==> src/rtl/spi_crypto_bridge_if.sv <==
// SPI pin bundle between a host (master) and the crypto bridge (slave).
interface spi_crypto_bridge_if;
    logic CS_N;
    logic MOSI;
    logic MISO;

    modport master (output CS_N, output MOSI, input MISO);
    modport slave  (input CS_N, input MOSI, output MISO);
endinterface

==> src/rtl/spi_crypto_bridge.sv <==
// SPI-slave command bridge holding key/text operands and the result for a block-cipher core.
// Define SPI_CRYPTO_KEY_READBACK_EN to add command 0x07 (READ_KEY).
module spi_crypto_bridge #(
    parameter int unsigned DATA_W = 128,
    parameter int unsigned KEY_W  = 256
) (
    input  logic               SCK,
    input  logic               RST_N,
    spi_crypto_bridge_if.slave spi,
    output logic               core_load_o,
    output logic               core_dec_o,
    output logic [KEY_W-1:0]   core_key_o,
    output logic [DATA_W-1:0]  core_data_o,
    input  logic [DATA_W-1:0]  core_data_i,
    input  logic               core_busy_i,
    output logic               BUSY,
    output logic               DONE
);

    localparam int unsigned SR_W  = (KEY_W > DATA_W) ? KEY_W : DATA_W;
    localparam int unsigned CNT_W = $clog2(SR_W) + 1;

    localparam logic [CNT_W-1:0] LastKey  = CNT_W'(KEY_W - 1);
    localparam logic [CNT_W-1:0] LastData = CNT_W'(DATA_W - 1);
    localparam logic [CNT_W-1:0] LastStat = CNT_W'(7);
    localparam logic [CNT_W-1:0] LastCmd  = CNT_W'(6);

    typedef enum logic [2:0] {
        StIdle,
        StCmd,
        StWrKey,
        StWrText,
        StRdResult,
        StRdStatus,
        StDiscard
`ifdef SPI_CRYPTO_KEY_READBACK_EN
        , StRdKey
`endif
    } state_e;

    state_e              state_q, state_d;
    logic [CNT_W-1:0]    cnt_q, cnt_d;
    logic [6:0]          cmd_q, cmd_d;
    logic [SR_W-1:0]     sr_q, sr_d;
    logic [KEY_W-1:0]    key_q, key_d;
    logic [DATA_W-1:0]   text_q, text_d;
    logic [DATA_W-1:0]   result_q, result_d;
    logic                done_q, done_d;
    logic                err_q, err_d;
    logic                dec_q, dec_d;
    logic                load_q, load_d;
    logic                miso_q, miso_d;
    logic                busy_q;

    logic [7:0]          cmd_byte;
    logic [7:0]          status;
    logic [SR_W-1:0]     rd_load;
    logic                rd_start;
    logic                capture;
    logic                err_set, err_clr, done_clr;

    assign cmd_byte = {cmd_q, spi.MOSI};
    assign status   = {5'b0, err_q, done_q, core_busy_i};
    // Result is captured on the falling edge of the core's busy flag.
    assign capture  = busy_q & ~core_busy_i;

    always_ff @(posedge SCK or negedge RST_N) begin
        if (!RST_N) begin
            state_q <= StIdle;
        end else begin
            state_q <= state_d;
        end
    end

    always_comb begin
        state_d  = state_q;
        cnt_d    = cnt_q + CNT_W'(1);
        cmd_d    = cmd_q;
        sr_d     = sr_q;
        key_d    = key_q;
        text_d   = text_q;
        dec_d    = dec_q;
        load_d   = 1'b0;
        miso_d   = 1'b0;
        rd_load  = '0;
        rd_start = 1'b0;
        err_set  = 1'b0;
        err_clr  = 1'b0;
        done_clr = 1'b0;

        if (spi.CS_N) begin
            state_d = StIdle;
            cnt_d   = '0;
        end else begin
            case (state_q)
                StIdle: begin
                    cmd_d   = {6'b0, spi.MOSI};
                    cnt_d   = '0;
                    state_d = StCmd;
                end
                StCmd: begin
                    cmd_d = {cmd_q[5:0], spi.MOSI};
                    if (cnt_q == LastCmd) begin
                        cnt_d   = '0;
                        state_d = StDiscard;
                        case (cmd_byte)
                            8'h01: state_d = StWrKey;
                            8'h02: state_d = StWrText;
                            8'h03, 8'h04: begin
                                if (!core_busy_i) begin
                                    dec_d    = cmd_byte[2];
                                    load_d   = 1'b1;
                                    done_clr = 1'b1;
                                end else begin
                                    err_set = 1'b1;
                                end
                            end
                            8'h05: begin
                                state_d  = StRdResult;
                                rd_load  = SR_W'(result_q) << (SR_W - DATA_W);
                                rd_start = 1'b1;
                                err_set  = ~done_q;
                            end
                            8'h06: begin
                                state_d  = StRdStatus;
                                rd_load  = SR_W'(status) << (SR_W - 8);
                                rd_start = 1'b1;
                            end
`ifdef SPI_CRYPTO_KEY_READBACK_EN
                            8'h07: begin
                                state_d  = StRdKey;
                                rd_load  = SR_W'(key_q) << (SR_W - KEY_W);
                                rd_start = 1'b1;
                            end
`endif
                            default: err_set = 1'b1;
                        endcase
                    end
                end
                StWrKey: begin
                    sr_d = {sr_q[SR_W-2:0], spi.MOSI};
                    if (cnt_q == LastKey) begin
                        key_d   = {sr_q[KEY_W-2:0], spi.MOSI};
                        state_d = StDiscard;
                    end
                end
                StWrText: begin
                    sr_d = {sr_q[SR_W-2:0], spi.MOSI};
                    if (cnt_q == LastData) begin
                        text_d  = {sr_q[DATA_W-2:0], spi.MOSI};
                        state_d = StDiscard;
                    end
                end
                StRdResult: begin
                    miso_d = sr_q[SR_W-1];
                    sr_d   = sr_q << 1;
                    if (cnt_q == LastData) begin
                        miso_d   = 1'b0;
                        done_clr = 1'b1;
                        state_d  = StDiscard;
                    end
                end
                StRdStatus: begin
                    miso_d = sr_q[SR_W-1];
                    sr_d   = sr_q << 1;
                    if (cnt_q == LastStat) begin
                        miso_d  = 1'b0;
                        err_clr = 1'b1;
                        state_d = StDiscard;
                    end
                end
`ifdef SPI_CRYPTO_KEY_READBACK_EN
                StRdKey: begin
                    miso_d = sr_q[SR_W-1];
                    sr_d   = sr_q << 1;
                    if (cnt_q == LastKey) begin
                        miso_d  = 1'b0;
                        state_d = StDiscard;
                    end
                end
`endif
                StDiscard: cnt_d = cnt_q;
                default:   state_d = StIdle;
            endcase
        end

        // First read bit leaves on the same edge that samples the last command bit.
        if (rd_start) begin
            miso_d = rd_load[SR_W-1];
            sr_d   = rd_load << 1;
        end
    end

    // Capture beats a same-edge DONE clear; an ERR set beats a same-edge clear.
    assign result_d = capture ? core_data_i : result_q;
    assign done_d   = capture ? 1'b1 : (done_clr ? 1'b0 : done_q);
    assign err_d    = err_set ? 1'b1 : (err_clr ? 1'b0 : err_q);

    always_ff @(posedge SCK or negedge RST_N) begin
        if (!RST_N) begin
            cnt_q    <= '0;
            cmd_q    <= '0;
            sr_q     <= '0;
            key_q    <= '0;
            text_q   <= '0;
            result_q <= '0;
            done_q   <= 1'b0;
            err_q    <= 1'b0;
            dec_q    <= 1'b0;
            load_q   <= 1'b0;
            miso_q   <= 1'b0;
            busy_q   <= 1'b0;
        end else begin
            cnt_q    <= cnt_d;
            cmd_q    <= cmd_d;
            sr_q     <= sr_d;
            key_q    <= key_d;
            text_q   <= text_d;
            result_q <= result_d;
            done_q   <= done_d;
            err_q    <= err_d;
            dec_q    <= dec_d;
            load_q   <= load_d;
            miso_q   <= miso_d;
            busy_q   <= core_busy_i;
        end
    end

    assign spi.MISO    = miso_q;
    assign core_load_o = load_q;
    assign core_dec_o  = dec_q;
    assign core_key_o  = key_q;
    assign core_data_o = text_q;
    assign BUSY        = core_busy_i;
    assign DONE        = done_q;

endmodule

==> src/flat_wrapper.sv <==
// flat-port wrapper written by rule: the top's interface ports become plain ports
module spi_crypto_bridge_flat 
#(
    parameter int unsigned DATA_W = 128,
    parameter int unsigned KEY_W  = 256
)
  (SCK, RST_N, core_load_o, core_dec_o, core_key_o, core_data_o, core_data_i, core_busy_i, BUSY, DONE, spi_CS_N, spi_MOSI, spi_MISO);
  spi_crypto_bridge_if spi_i ();
  input  logic SCK;
  input  logic RST_N;
  output logic core_load_o;
  output logic core_dec_o;
  output logic [KEY_W-1:0] core_key_o;
  output logic [DATA_W-1:0] core_data_o;
  input  logic [DATA_W-1:0] core_data_i;
  input  logic core_busy_i;
  output logic BUSY;
  output logic DONE;
  input wire logic [$bits(spi_i.CS_N)-1:0] spi_CS_N;
  input wire logic [$bits(spi_i.MOSI)-1:0] spi_MOSI;
  output wire logic [$bits(spi_i.MISO)-1:0] spi_MISO;
  assign spi_i.CS_N = spi_CS_N;
  assign spi_i.MOSI = spi_MOSI;
  assign spi_MISO = spi_i.MISO;
  spi_crypto_bridge #(.DATA_W(DATA_W), .KEY_W(KEY_W)) u_core (.SCK(SCK), .RST_N(RST_N), .spi(spi_i), .core_load_o(core_load_o), .core_dec_o(core_dec_o), .core_key_o(core_key_o), .core_data_o(core_data_o), .core_data_i(core_data_i), .core_busy_i(core_busy_i), .BUSY(BUSY), .DONE(DONE));
endmodule
==> config.mk <==
export PLATFORM = sky130hd
export DESIGN_NAME = spi_crypto_bridge_flat
export DESIGN_NICKNAME = d
export VERILOG_FILES = /design/src/rtl/spi_crypto_bridge_if.sv /design/src/rtl/spi_crypto_bridge.sv /design/src/flat_wrapper.sv
export SDC_FILE = /design/constraint.sdc
export NUM_CORES = 1
export LEC_CHECK = 0
export ABC_AREA = 1
export CAP_MARGIN = 20
export CORE_ASPECT_RATIO = 1.75
export CORE_UTILIZATION = 50
export DETAILED_ROUTE_END_ITERATION = 16
export GPL_TIMING_DRIVEN = 0
export PLACE_DENSITY_LB_ADDON = 0.12
export SETUP_SLACK_MARGIN = 0.1
export SKIP_CTS_REPAIR_TIMING = 1
export SLEW_MARGIN = 20
export SYNTH_ARGS = -nofsm -noshare
export SYNTH_HDL_FRONTEND = slang
export SYNTH_SLANG_ARGS = --single-unit
==> constraint.sdc <==
create_clock -name SCK -period 2.7 [get_ports SCK]
set_input_delay 0.54 -clock SCK [delete_from_list [all_inputs] [get_ports SCK]]
set_output_delay 0.54 -clock SCK [all_outputs]
set_load 0.005 [all_outputs]
; Word level (Yosys, flattened, before mapping)
; Cells that the tools add are included.
[word_totals]
register_bits = 793
in_bits = 133
output_inout_bits = 389
[op_classes]
addsub = 1
n_eq_ne = 22
muxes = 47
n_bitwise = 4
n_reduce_logical = 17
[op_table]
columns = op, n
row1 = $mux W256, 5
row2 = $pmux W256 S2, 2
row3 = $pmux W9 S3, 1
row4 = $mux W1, 26
row5 = $eq A8 B3 Y1 const B, 3
row6 = $eq A9 B3 Y1 const B, 2
row7 = $mux W9, 2
row8 = $pmux W3 S6, 1
row9 = $eq A8 B2 Y1 const B, 2
row10 = $mux W3, 5
row11 = $pmux W7 S2, 1
row12 = $pmux W3 S4, 1
row13 = $reduce_and A5 Y1, 2
row14 = $reduce_or A2 Y1, 5
row15 = $add A9 B1 Y9 const B, 1
row16 = $eq A3 B3 Y1 const B, 3
row17 = $eq A9 B7 Y1 const B, 1
row18 = $eq A9 B8 Y1 const B, 1
row19 = $ne A3 B2 Y1 const B, 3
row20 = $eq A8 B1 Y1 const B, 1
row21 = $eq A3 B2 Y1 const B, 2
row22 = $reduce_and A3 Y1, 2
row23 = $reduce_bool A2 Y1, 3
row24 = $pmux W1 S2, 2
row25 = other kinds (11), 14

; Logic depth before layout (Yosys ltp)
[depth]
word_depth = 8
mapped_depth = 15
ltp_nobuf = 15

; Worst setup path before layout
; No wires, ideal clock.
[synth_path]
kind = register to register
startpoint = register u_core.cnt_q[0]
endpoint = register u_core.key_q[150], in the netlist u_core.core_key_o[150]
arrival_time_ns = 2.194
t_required_ns = 2.575
path_slack_ns = 0.381
stages_incl_launch_ff = 13
n_path_buf = 2
synth_period_minus_slack_ns = 2.319
path_cell_list = dfrtp_1 ha_1 nand2_1 inv_1 nand2_1 nor3b_1 nand2_1 nor2_1 ha_1 nand3_1 buf_2 buf_1 mux2_2
[synth_via]
elab_chain_len = 2
[synth_rtl]
columns = item, line
row1 = "start, declared", spi_crypto_bridge.sv:42  ; logic [CNT_W-1:0] cnt_q, cnt_d;
row2 = "start signal, assigned", spi_crypto_bridge.sv:214  ; cnt_q <= cnt_d;
row3 = $eq A9 B8 Y1, spi_crypto_bridge.sv:142  ; if (cnt_q == LastKey) begin
row4 = $reduce_and A3 Y1 (no source line), --
row5 = "end signal, assigned", spi_crypto_bridge.sv:217  ; key_q <= key_d;
row6 = "end, declared", spi_crypto_bridge.sv:45  ; logic [KEY_W-1:0] key_q, key_d;
; No other way between the ends.
; A chain may end at the register's enable or synchronous reset.

; Worst setup path after layout
[layout_path]
startpoint = register u_core.cnt_q[0]
endpoint = register u_core.key_q[251], in the netlist u_core.core_key_o[251]
; Same word-level chain as after synthesis.

==> insert_results.sql <==
INSERT INTO impl_metrics (metric_group, metric, value, unit) VALUES
('outcome', 'status', 'finished clean', ''),
('cts', 'cts-root-buf', 'sky130_fd_sc_hd__clkbuf_16', ''),
('logic_synthesis', 'ys_warn_count', '0', ''),
('logic_synthesis', 'synth_top_flop_cell', 'sky130_fd_sc_hd__dfrtp_1', ''),
('worst_setup_path', 'worst_setup_path_start_kind', 'register', ''),
('power', 'cellLeakagePower', '18.5', 'nW'),
('layout', 'area_added_between_synthesis_and_finish', '28.5', '%'),
('cts', 'later_pin_clock_latency_in_the_skew_report', '0.61', 'ns'),
('floorplan', 'core', '63300', 'um^2'),
('timing', 'fmaxAchievable', '0.400', 'GHz'),
('power', 'clock_power_share', '0.371', ''),
('global_routing', 'remaining_overflow_grt', '0', ''),
('timing', 'setup_viol', '0', ''),
('timing', 'grt_setup_unrepaired', 'yes', ''),
('cts', 'cts.htree.levels', '3', ''),
('worst_setup_path', 'reg2reg_from', 'u_core.cnt_q[0]', ''),
('worst_setup_path', 'worstSetupPathType', 'reg2reg', ''),
('worst_setup_path', 'worst_ep_arrival_time', '2.99', 'ns'),
('logic_synthesis', 'post-synth-top-area-cell', 'sky130_fd_sc_hd__dfrtp_1', ''),
('worst_setup_path', 'cp_max_fo', '10', ''),
('routing', 'number_of_vias_after_detailed_routing', '25500', ''),
('timing', 'finalHoldViolCount', '0', ''),
('global_routing', 'grt_pass1_vias', '25300', ''),
('layout', 'final_cells', '4902', ''),
('cts', 'clkTransAtPathRegs', '0.07', 'ns'),
('placed_design', 'count_of_placed_standard_cells_including_taps', '4768', ''),
('logic_synthesis', 'synth.avg_cell_area', '9.36', 'um^2'),
('placed_design', 'placement.io_buffers', '521', ''),
('floorplan', 'design.die.area', '65300', 'um^2'),
('timing', 'finalClockSkew', '0.0205', 'ns'),
('worst_setup_path', 'critical_path.endpoint_type', 'register', ''),
('min_path', 'hold_path_class', 'in2async', ''),
('power', 'overall_power', '27.6', 'mW'),
('cts', 'cts_sinks', '793', ''),
('layout', 'mostFrequentLayoutCells', 'sky130_fd_sc_hd__nand2_1 (1149), sky130_fd_sc_hd__dfrtp_1 (793), sky130_fd_sc_hd__clkdlybuf4s50_1 (520), sky130_fd_sc_hd__o21ai_0 (469), sky130_fd_sc_hd__inv_1 (278)', ''),
('worst_setup_path', 'worst_setup_path_startpoint', 'u_core.cnt_q[0]', ''),
('power', 'pwr-share-comb', '0.149', ''),
('logic_synthesis', 'yosys.cell_types.count', '31', ''),
('logic_synthesis', 'syn_area', '32100', 'um^2'),
('logic_synthesis', 'synth_edf_count', '0', ''),
('floorplan', 'pin_count', '522', ''),
('routing', 'detail_route.drc_violations', '0', ''),
('cts', 'bufs_on_longest_clock_path', '3', ''),
('routing', 'route.antenna.remaining_nets', '0', ''),
('power', 'irDropWorstVdd', '0.529', 'mV'),
('logic_synthesis', 'net_count_after_synthesis', '3568', ''),
('logic_synthesis', 'share_of_the_yosys_chip_area_belonging_to_registers', '0.618', ''),
('logic_synthesis', 'async_reset_ff_frac', '1.00', ''),
('layout', 'layout_commonest_cell', 'sky130_fd_sc_hd__nand2_1', ''),
('floorplan', 'die_height', '337', 'um'),
('power', 'share_seq_of_total_power', '0.480', ''),
('global_routing', 'grt_antenna_before_repair', '4', ''),
('timing', 'fin_crit', '2.50', 'ns'),
('timing', 'timing.final.max_slew_violations', '0', ''),
('layout', 'layout.nets', '4179', ''),
('logic_synthesis', 'yosys.area.top_type_share', '0.618', ''),
('routing', 'drt-total-wl', '91200', 'um'),
('worst_setup_path', 'reg2regPathDepth', '12', ''),
('placed_design', 'place_congestion', '0.880', ''),
('global_routing', 'grt_max_degree', '99', ''),
('routing', 'routedWlPerCell', '18.6', 'um'),
('cts', 'cts_tree', 'done', ''),
('routing', 'drt_pass1_iterations', '5', ''),
('power', 'power_density', '669', 'nW/um^2'),
('power', 'p_int', '20.0', 'mW'),
('cts', 'tritoncts.num_buffers', '71', ''),
('placed_design', 'detailedPlacementHpwl', '66300', 'um'),
('floorplan', 'die_width', '194', 'um'),
('routing', 'drt_iter0_drc', '1420', ''),
('worst_setup_path', 'critical_path_required', '3.19', 'ns'),
('global_routing', 'grt_usage', '0.282', '');
==> synthesized netlist by cell type (3+ instances only) <==
master                     count
sky130_fd_sc_hd__nand2_1    1151
sky130_fd_sc_hd__dfrtp_1     793
sky130_fd_sc_hd__o21ai_0     494
sky130_fd_sc_hd__inv_1       279
sky130_fd_sc_hd__clkbuf_1    135
sky130_fd_sc_hd__mux2_2      133
sky130_fd_sc_hd__o21ai_1     106
sky130_fd_sc_hd__nand3_1     104
sky130_fd_sc_hd__nor2_1       66
sky130_fd_sc_hd__a21oi_1      51
sky130_fd_sc_hd__buf_2        39
sky130_fd_sc_hd__buf_6        28
sky130_fd_sc_hd__buf_1        10
sky130_fd_sc_hd__o21ai_2      10
sky130_fd_sc_hd__nand4_1       5
sky130_fd_sc_hd__o22ai_1       5
sky130_fd_sc_hd__ha_1          3
sky130_fd_sc_hd__nor3_1        3
sky130_fd_sc_hd__o211ai_1      3
==> final timing paths <==
check / end / slack, ns
max: u_core.core_key_o[251] / 0.20
min: u_core.core_key_o[90] / 0.41
max reg2reg: u_core.core_key_o[251] / 0.20
min reg2reg: u_core.core_key_o[159] / 0.48
max in group asynchronous: u_core.result_q[82] / 0.51
min in group SCK: u_core.core_key_o[159] / 0.48
==> per-stage QoR <==
step	setup slack, ns	hold slack (ns)	setup TNS [ns]	cell area (um^2)	util
detailed placement	-1.03	0.457	-313.51	38600	0.609
global route	0.0465	0.440	0	41300	0.652
global placement	-34.54	0.462	-	38400	0.605
floorplan	0.381	0.244	0	32100	-
CTS	-1.11	-0.195	-196.67	40900	0.646
finish	0.198	0.410	0	41300	0.652
==> metal layers <==
metal / global-route usage / share of wire / up-vias
li1: - / - / 12100
met1: 0.345 / 0.40 / 12400
met2: 0.484 / 0.50 / 789
met3: 0.0655 / 0.072 / 162
met4: 0.114 / 0.034 / 8
met5: 0 / 0.00065 / -
==> kinds of logic (layout without fill, tap and decap cells) <==
kind of cell / Yosys count / after routing / synth area share
adder cells (fa/ha/maj): 3 / 3 / 0.00117
flip-flops: 793 / 793 / 0.618
other: 0 / 1 / 0
buffers and inverters: 496 / 1159 / 0.0664
AND/OR/NAND/NOR: 1335 / 1335 / 0.162
AO/OA/AOI/OAI: 671 / 671 / 0.106
XOR/XNOR: 1 / 1 / 0.000273
multiplexers: 133 / 133 / 0.0466
==> state kept, by name (all words and copies together), names as in the netlist <==
register,count
u_core.core_key_o,256
u_core.sr_q,256
u_core.core_data_o,128
u_core.result_q,128
u_core.cnt_q,9
u_core.cmd_q,7
u_core.state_q,3
u_core.DONE,1
u_core.busy_q,1
u_core.core_dec_o,1
u_core.core_load_o,1
u_core.err_q,1
u_core.spi.MISO,1
==> power groups by stage <==
stage	clock [mW]	sequential (mW)	combinational, mW
after floorplan	0	13.3	2.69
after global routing	10.8	13.3	4.62
final	10.3	13.3	4.11
after CTS	10.4	13.2	4.13
after detailed placement	0	13.4	4.12
after global placement	0	13.5	3.97
==> critical path, stage by stage, from the launching register on <==
cell                       delay (ns)
sky130_fd_sc_hd__dfrtp_1         0.39
sky130_fd_sc_hd__ha_2            0.19
sky130_fd_sc_hd__nand2_1         0.09
sky130_fd_sc_hd__inv_2           0.08
sky130_fd_sc_hd__nand2_2         0.07
sky130_fd_sc_hd__nor3b_2         0.21
sky130_fd_sc_hd__nand2_1         0.11
sky130_fd_sc_hd__nor2_1          0.11
sky130_fd_sc_hd__ha_2            0.22
sky130_fd_sc_hd__nand3_4         0.16
sky130_fd_sc_hd__buf_12          0.22
sky130_fd_sc_hd__clkbuf_4        0.22
sky130_fd_sc_hd__mux2_2          0.30
==> layout make-up <==
cell class                 instances  area, um^2
clock buffer                     103        2120
timing repair buffer             539        5570
antenna                            1        2.50
inverter                         282        1060
clock inverter                    22         210
tap                              806        1010
buffer                           213        1280
sequential                       793       19800
fill                            5274       22100
multi-input combinational       2143       10200
(Power assumes the default switching activity.)
